<file path="config.mk">
export PLATFORM = sky130hd
export DESIGN_NAME = spike_rate_decoder
export DESIGN_NICKNAME = d
export VERILOG_FILES = /design/src/rtl/spike_dec_pkg.sv /design/src/rtl/isi_timer.sv /design/src/rtl/spike_rate_decoder.sv
export SDC_FILE = /design/constraint.sdc
export NUM_CORES = 1
export LEC_CHECK = 0
export CORE_AREA = 2 2 59 83
export DETAILED_ROUTE_END_ITERATION = 8
export DIE_AREA = 0 0 61 85
export PLACE_DENSITY = 0.87
export SYNTH_ARGS = -nofsm -noshare
export SYNTH_HDL_FRONTEND = slang
export SYNTH_HIERARCHICAL = 1
export SYNTH_SLANG_ARGS = --single-unit
</file>
<file path="constraint.sdc">
create_clock -name clk -period 4 [get_ports clk]
set_clock_uncertainty 0.2 [all_clocks]
set_input_delay 0.8 -clock clk [delete_from_list [all_inputs] [get_ports clk]]
set_output_delay 0.8 -clock clk [all_outputs]
set_load 0.005 [all_outputs]
</file>
<file path="src/rtl/spike_dec_pkg.sv">
// Shared types and default sizing for the spike rate/ISI decoder.
package spike_dec_pkg;

  localparam int unsigned DefWinW = 8;
  localparam int unsigned DefCntW = 8;
  localparam int unsigned DefIsiW = 8;

  localparam int unsigned DefCntMax = (1 << DefCntW) - 1;
  localparam int unsigned DefIsiMax = (1 << DefIsiW) - 1;

  typedef enum logic [0:0] {
    StIdle,
    StCount
  } state_e;

endpackage

</file>
<file path="src/rtl/isi_timer.sv">
// Inter-spike interval timer: saturating cycle counter between consecutive events,
// first event after a clear only arms the timer.
module isi_timer
  import spike_dec_pkg::*;
#(
  parameter int unsigned ISI_W = DefIsiW
) (
  input  logic             clk,
  input  logic             reset,
  input  logic             i_clear,
  input  logic             i_run,
  input  logic             i_event,
  output logic [ISI_W-1:0] o_isi,
  output logic             o_isi_valid
);

  localparam logic [ISI_W-1:0] IsiMax = '1;

  logic [ISI_W-1:0] r_ctr;
  logic             r_armed;
  logic [ISI_W-1:0] r_isi;
  logic             r_isi_valid;
  logic [ISI_W-1:0] w_ctr_inc;

  assign w_ctr_inc = (r_ctr == IsiMax) ? IsiMax : r_ctr + ISI_W'(1);

  always_ff @(posedge clk or posedge reset) begin
    if (reset) begin
      r_ctr       <= '0;
      r_armed     <= 1'b0;
      r_isi       <= '0;
      r_isi_valid <= 1'b0;
    end else begin
      r_isi_valid <= 1'b0;
      if (i_clear) begin
        r_ctr   <= '0;
        r_armed <= 1'b0;
      end else if (i_run) begin
        if (i_event) begin
          // Interval is ctr+1 because the counter restarts at 0 on the event edge.
          if (r_armed) begin
            r_isi       <= w_ctr_inc;
            r_isi_valid <= 1'b1;
          end
          r_ctr   <= '0;
          r_armed <= 1'b1;
        end else begin
          r_ctr <= w_ctr_inc;
        end
      end
    end
  end

  assign o_isi       = r_isi;
  assign o_isi_valid = r_isi_valid;

endmodule

</file>
<file path="src/rtl/spike_rate_decoder.sv">
// Decodes a single-bit spike stream into a windowed spike count (rate) and the
// interval between consecutive spike events (ISI).
module spike_rate_decoder
  import spike_dec_pkg::*;
#(
  parameter int unsigned WIN_W = DefWinW,
  parameter int unsigned CNT_W = DefCntW,
  parameter int unsigned ISI_W = DefIsiW
) (
  input  logic             clk,
  input  logic             reset,
  input  logic             spike_in,
  input  logic             enable,
  input  logic [WIN_W-1:0] window_len,
  output logic [CNT_W-1:0] rate_out,
  output logic             rate_valid,
  output logic             rate_sat,
  output logic [ISI_W-1:0] isi_out,
  output logic             isi_valid
);

  localparam logic [CNT_W-1:0] CntMax = '1;

  state_e           r_state;
  state_e           w_state_next;
  logic             r_spike_d;
  logic [WIN_W-1:0] r_win_ctr;
  logic [CNT_W-1:0] r_cnt;
  logic             r_sat_w;
  logic [CNT_W-1:0] r_rate_out;
  logic             r_rate_valid;
  logic             r_rate_sat;

  logic             w_event;
  logic [WIN_W-1:0] w_win_len_m1;
  logic [CNT_W-1:0] w_cnt_inc;
  logic             w_cnt_ovf;

  assign w_event      = spike_in & ~r_spike_d;
  // window_len of 0 wraps to all-ones, giving the full 2^WIN_W window.
  assign w_win_len_m1 = window_len - WIN_W'(1);
  assign w_cnt_ovf    = w_event & (r_cnt == CntMax);
  assign w_cnt_inc    = w_cnt_ovf ? r_cnt : r_cnt + CNT_W'(w_event);

  always_comb begin
    w_state_next = r_state;
    if (r_state == StIdle) begin
      if (enable) w_state_next = StCount;
    end else begin
      if (!enable) w_state_next = StIdle;
    end
  end

  always_ff @(posedge clk or posedge reset) begin
    if (reset) begin
      r_state      <= StIdle;
      r_spike_d    <= 1'b0;
      r_win_ctr    <= '0;
      r_cnt        <= '0;
      r_sat_w      <= 1'b0;
      r_rate_out   <= '0;
      r_rate_valid <= 1'b0;
      r_rate_sat   <= 1'b0;
    end else begin
      r_state      <= w_state_next;
      r_spike_d    <= spike_in;
      r_rate_valid <= 1'b0;
      if (enable) begin
        if (r_state == StIdle || r_win_ctr == '0) begin
          if (r_state == StCount) begin
            r_rate_out   <= w_cnt_inc;
            r_rate_sat   <= r_sat_w | w_cnt_ovf;
            r_rate_valid <= 1'b1;
          end
          r_win_ctr <= w_win_len_m1;
          r_cnt     <= '0;
          r_sat_w   <= 1'b0;
        end else begin
          r_cnt     <= w_cnt_inc;
          r_sat_w   <= r_sat_w | w_cnt_ovf;
          r_win_ctr <= r_win_ctr - WIN_W'(1);
        end
      end
    end
  end

  isi_timer #(
    .ISI_W(ISI_W)
  ) u_isi_timer (
    .clk        (clk),
    .reset      (reset),
    .i_clear    (r_state == StIdle),
    .i_run      ((r_state == StCount) & enable),
    .i_event    (w_event),
    .o_isi      (isi_out),
    .o_isi_valid(isi_valid)
  );

  assign rate_out   = r_rate_out;
  assign rate_valid = r_rate_valid;
  assign rate_sat   = r_rate_sat;

endmodule
</file>
==> results of run 1 <==
## worst max-delay path, cell delays in order
cell and delay [ns]:
clkdlybuf4s50_1 0.49, nor2b_1 0.15, buf_4 0.19, ha_1 0.19, ha_1 0.20, nand2_1 0.06, a21oi_1 0.28, nand4_1 0.21
o21ba_2 0.25, a31oi_1 0.14
## cells in the mapped netlist (2+ instances only)
library cell,n
a211oi_1,3
a21oi_1,25
a22oi_1,4
a31oi_1,9
and3_2,3
buf_2,4
buf_6,2
clkbuf_1,5
dfrtp_1,47
ha_1,4
inv_1,8
mux2_2,10
nand2_1,27
nand3_1,4
nand4_1,2
nand4b_1,2
nor2_1,33
nor3_1,8
nor4_4,2
o211ai_1,2
o21ai_0,13
o2bb2ai_1,2
o31ai_1,3
xnor2_1,9
xor2_1,4
## flip-flops by register name (all words and copies together) (netlist names)
register                 cells
rate_valid                   1
r_spike_d                    1
u_isi_timer/r_ctr            8
u_isi_timer/o_isi_valid      1
u_isi_timer/r_armed          1
r_win_ctr                    8
r_cnt                        8
r_state                      1
rate_out                     8
r_sat_w                      1
u_isi_timer/o_isi            8
rate_sat                     1
## layer usage
metal  vias to the layer above  share of wire (%)  global-route usage (%)
met3                        13                4.4                    4.12
met2                        75                 52                    38.9
li1                       1007                  -                       -
met5                         -                  0                       0
met1                      1002                 40                    26.4
met4                         0                2.8                    10.5
## layout make-up
type / instances / share of cell area, %
multi-input cells: 197 / 42.8
flip-flops and latches: 47 / 39.3
repair buffers: 33 / 10.8
clock buffers: 8 / 3.35
well taps: 62 / 2.59
inverters: 9 / 1.13
## logic make-up (layout without fill, tap and decap cells)
group / Yosys count / after routing / synth area share (%)
multiplexers: 11 / 11 / 4.80
AND/OR/NAND/NOR: 93 / 93 / 18.8
adder cells (fa/ha/maj): 4 / 4 / 1.96
flip-flops: 47 / 47 / 46.0
AO/OA/AOI/OAI: 76 / 76 / 20.0
XOR/XNOR: 13 / 13 / 4.45
buffers and inverters: 21 / 50 / 3.92
## stage by stage
step           hold slack (ns)  total power [mW]  area, sq um
6_report                 0.299              1.17         2990
5_1_grt                  0.321              1.23         2990
4_1_cts                  0.304              1.18         2990
3_5_place_dp             0.278             0.867         2890
3_3_place_gp             0.272             0.853         2890
2_1_floorplan            0.263             0.757         2560
## power by group
| part | switching (mW) | internal [mW] |
|---|---|---|
| sequential | 0.0675 | 0.530 |
| clock | 0.155 | 0.158 |
| combinational | 0.117 | 0.141 |
## worst max-delay path by stage
| stage | start | to | slack, ns | cells after the start |
|---|---|---|---|---|
| 6_report | spike_in | r_cnt[6] | 1.05 | 10 |
| 5_1_grt | spike_in | r_cnt[6] | 0.85 | 10 |
| 4_1_cts | spike_in | r_cnt[6] | 1.06 | 10 |
| 3_5_place_dp | spike_in | r_cnt[6] | 0.77 | 10 |
| 3_3_place_gp | spike_in | r_cnt[6] | 0.88 | 10 |
| 2_1_floorplan | enable | u_isi_timer/o_isi[0] | 1.50 | 8 |
==> summary.md, run 1 <==
| Metric | Value |
|---|---|
| Status | `complete, no violations` |
| ANT nets after route | `0` |
| Synthesis Warnings | `6` |
| Fin. max-slew vios | `0` |
| Fin nets | `approximately 310` |
| FP Rows | `29` |
| Synthesized area per cell | `approximately 9.6 sq um` |
| Critical path data required time | `about 4.0 ns` |
| Starting Density | `between 50% and 60%` |
| RSZ-0062 raised after global routing | `false` |
| Syn-to-layout area delta | `17.0%` |
| Post-synth EDFFs | `0` |
| First-pass DRT Iterations | `4` |
| Cell taking the most area after synthesis | `dfrtp_1` |
| Period Utilization, post-route | `between 70% and 80%` |
| Max cap viols | `0` |
| Total Wirelength | `approximately 5400 microns` |
| Post-Syn Area | `2560 sq um` |
| Hold path depth | `2` |
| Routability cong. | `0.921` |
| Die Span Y | `~85 microns` |
| Leakage | `between 1 and 1.5 nW` |
| Post-CTS Resized | `0` |
| Most common library cell in the layout ignoring fill and taps | `dfrtp_1` |
| Syn Nets | `about 280` |
| Dpl ws | `0.770 ns` |
| Seq cells post-synth | `47` |
| Maximum vdd drop | `~0.3 mV` |
| WL/cell | `approximately 15 microns` |
| Synth cell types | `55` |
| First-pass GRT wire length | `8820 microns` |
| Dominant synthesized flop cell | `dfrtp_1` |
| Area taken by flip-flops and latches | `about 1200 sq um` |
| Worst Tran Pin Value | `roughly 1.1 ns` |
| Async SR Flop Fraction | `100%` |
| Initial antenna violation count | `0` |
| Reg2reg end | `r_win_ctr[3]` |
| Die area | `5190 sq um` |
| Detailed Route Iter0 Violations | `between 100 and 150` |
| Worst Hold Launch | `u_isi_timer/o_isi[1]` |
| Ports | `31` |
| Vias per Instance | `about 5.9` |
| Post-synthesis cell count | `265` |
| Die width | `61 microns` |
| Clock buffer depth | `2` |
| Gr ovfl total | `0` |
| Flop-to-flop setup slack | `around 1.6 ns` |
| Buffers on Ports | `30` |
| Fillcell total | `367` |
| RR Startpoint | `r_state` |
| Core ar. | `4460 sq um` |
| CTS Hold Bufs | `0` |
| Setup TNS | `0 ns` |
| H-tree depth | `2` |
| Kind of critical path | `input port to flip-flop` |
| Clk sinks | `47` |
| Fin crit period | `between 2 and 3 ns` |
| Area contributors post-synth | `dfrtp_1 (46%), a21oi_1 (4.9%), nor2_1 (4.8%)` |
| Non-filler cells, final | `356` |
| Commonest non-fill, non-tap cells in the layout | `dfrtp_1 (47), nor2_1 (33), clkdlybuf4s50_1 (30)` |
| Worst skew pair latency | `~0.30 ns` |
| Final Util | `approximately two thirds` |
| Via count | `around 2.1k` |
| Fmax | `about 0.34 GHz` |
| Setup Buffers After CTS | `0` |
| Hold Crit Class | `flip-flop to flip-flop` |
| Placed Instances | `roughly 350` |
| CP Capture Type | `flip-flop` |
| Cts bufs inserted | `5` |
| Pwr Density | `a little under 400 nW/um^2` |
| Multi-input logic area | `~1300 sq um` |
| Sequential fraction of the synthesis area | `between 40 and 50%` |
| GRT Total Usage | `22.6%` |
| CP startpoint kind | `input port` |
| Final setup viols | `0` |
| Final Hold Viols | `0` |
| Vias in the first global route | `2003` |
| CTS tree | `done` |
| Setup WS post-layout | `around 1.1 ns` |
| Post-DP HPWL | `about 3900 microns` |
| # DRC | `0` |
| Arr. time, crit path | `between 2 and 3 ns` |
| Hold EP | `u_isi_timer/o_isi[1]` |
| Pin count of the biggest net entering global routing | `30` |
| Clock Tree Root | `clkbuf_8` |
| Top cell type's share of synthesized area | `between 40% and 50%` |
| Register clock-pin slew on the reported worst setup and hold paths | `0.08 ns` |
| Share of layout cells above drive strength 1 | `roughly 13%` |
| Worst slew margin relative to its limit | `between 20% and 30%` |
| Worst-path fanout max | `9` |
| R2R depth | `6` |
| # diodes | `0` |
No activity file was read; power rests on OpenSTA's default activity.
==> run 2, diff against run 1 <==
Settings changed: CORE_AREA 2 2 59 83 to 2 2 61 86, DIE_AREA 0 0 61 85 to 0 0 63 88, PLACE_DENSITY 0.87 to 0.82.
Clock period 4 ns to 2.8 ns, I/O delays scaled along.
==> summary.md, run 2 (synthesized netlist as in run 1, its figures left out) <==
| Metric | Value |
|---|---|
| Fmax | `roughly 0.42 GHz` |
| Die width | `about 63 microns` |
| Setup TNS | `0 ns` |
| Cts bufs inserted | `5` |
| Die area | `around 5500 sq um` |
| Status | `complete, no violations` |
| Vias in the first global route | `approximately 2.1k` |
| # DRC | `0` |
| Pin count of the biggest net entering global routing | `30` |
| Maximum vdd drop | `about 0.38 mV` |
| CP Capture Type | `flip-flop` |
| CTS Hold Bufs | `0` |
| First-pass GRT wire length | `a little over 9000 microns` |
| Kind of critical path | `flip-flop to flip-flop` |
| Worst skew pair latency | `~0.31 ns` |
| Clk sinks | `47` |
| GRT Total Usage | `20.7%` |
| Share of layout cells above drive strength 1 | `between 10% and 20%` |
| Fin crit period | `about 2.4 ns` |
| # diodes | `0` |
| Routability cong. | `slightly above 0.9` |
| CP startpoint kind | `flip-flop` |
| H-tree depth | `2` |
| Die Span Y | `a little under 90 microns` |
| Fin. max-slew vios | `0` |
| Max incr delay on CP | `0.45 ns` |
| Most common library cell in the layout ignoring fill and taps | `dfrtp_1` |
| Starting Density | `about 54%` |
| Fin nets | `315` |
| Pwr Density | `about 570 nW/um^2` |
| Register clock-pin slew on the reported worst setup and hold paths | `0.09 ns` |
| RSZ-0062 raised after global routing | `false` |
| Post-route cell area | `~3100 sq um` |
| Ports | `31` |
| Max cap viols | `0` |
| Setup WS post-layout | `0.418 ns` |
| First-pass DRT Iterations | `4` |
| Detailed Route Iter0 Violations | `~120` |
| Period Utilization, post-route | `85.1%` |
| Worst-path fanout max | `6` |
| WL/cell | `14.5 microns` |
| Arr. time, crit path | `between 2 and 2.5 ns` |
| Dpl cell area | `2940 sq um` |
| Setup Buffers After CTS | `0` |
| Critical path data required time | `between 2 and 3 ns` |
| Initial antenna violation count | `0` |
| CTS tree | `done` |
| Worst path bufs/invs | `0` |
| FP Rows | `30` |
| Worst slew margin relative to its limit | `a little over half` |
| Dpl ws | `around 0.13 ns` |
| Top delay family on crit path | `simple AND/OR/NAND/NOR gates` |
| Core ar. | `roughly 4800 sq um` |
| Vias per Instance | `approximately 5.8` |
| Clock Tree Root | `clkbuf_8` |
| Design Power | `roughly 1.7 mW` |
| Slowest-stage cell, CP | `dfrtp_1` |
| Clock buffer depth | `2` |
| Hold Crit Class | `flip-flop to flip-flop` |
| Final setup viols | `0` |
| Final Hold Viols | `0` |
| Via count | `between 2k and 2.5k` |
| ANT nets after route | `0` |
| Leakage | `about 1.2 nW` |
| Gr ovfl total | `0` |
| Syn-to-layout area delta | `19.4%` |
| Post-DP HPWL | `3890 microns` |
| Buffers on Ports | `30` |
| Worst path cell trace | `nor4_4 > nand2_1 > o21ai_0 > a22oi_1 > ha_1 > nand2_1 > nor2_1 > xnor2_1 > mux2_2` |
| Fillcell total | `just over 400` |
| Post-CTS Resized | `0` |
| Crit-path most repeated cell | `nand2_1` |
| Worst Tran Pin Value | `~0.69 ns` |
| Commonest non-fill, non-tap cells in the layout | `dfrtp_1 (47), nor2_1 (33), clkdlybuf4s50_1 (30)` |
| Total Wirelength | `between 5000 and 6000 microns` |
-- run 2: cell types whose count changed in the layout (fill, tap and decap cells not counted), sizes merged --
cell | before | now
inv | 8 | 9
clkbuf | 8 | 5
buf | 3 | 9
clkinvlp | 0 | 1
bufinv | 0 | 1
-- run 2: layout make-up --
cell class | instances | area, sq um | share of cell area [%]
clock buffers | 5 | 68.8 | 2.25
clock inverters | 3 | 46.3 | 1.52
flip-flops and latches | 47 | 1180 | 38.5
well taps | 64 | 80.1 | 2.62
multi-input cells | 197 | 1280 | 41.9
inverters | 9 | 33.8 | 1.11
repair buffers | 39 | 368 | 12.0
-- run 2: worst min-delay path: stages (launching register included) --
cell and delay, ns:
dfrtp_1 0.35, nand2_1 0.05, o31ai_1 0.06
-- run 2: through the flow --
stage / hold slack, ns / util [%] / instances
2_1_floorplan: 0.263 / - / 265
3_3_place_gp: 0.266 / 61.6 / 356
3_5_place_dp: 0.270 / 61.6 / 356
4_1_cts: 0.294 / 64.0 / 364
5_1_grt: 0.316 / 64.0 / 364
6_report: 0.288 / 64.0 / 364
-- run 2: layer usage --
layer	GRT usage, %	part of all wire (%)	routed length [microns]
met1	23.1	41	2160
met2	38.6	54	2870
met3	3.86	2.7	144
met4	8.28	1.7	90
met5	0	0	0
-- run 2: power breakdown --
| part | leakage (nW) | switching, mW | internal, mW |
|---|---|---|---|
| combinational | 0.554 | 0.168 | 0.204 |
| clock | 0.0548 | 0.241 | 0.269 |
| sequential | 0.629 | 0.0929 | 0.758 |
-- run 2: path summary, 6_finish.rpt --
| kind | from | to | slack, ns | depth (start not counted) |
|---|---|---|---|---|
| worst max-delay path | r_win_ctr[4] | r_win_ctr[6] | 0.42 | 9 |
| worst min-delay path | u_isi_timer/o_isi[7] | u_isi_timer/o_isi[7] | 0.29 | 2 |
| worst max register to register | r_win_ctr[4] | r_win_ctr[6] | 0.42 | 9 |
| worst min register to register | u_isi_timer/o_isi[7] | u_isi_timer/o_isi[7] | 0.29 | 2 |
| max in group asynchronous | reset | u_isi_timer/o_isi[7] | 1.45 | 2 |
| min in group asynchronous | reset | r_cnt[1] | 0.47 | 3 |
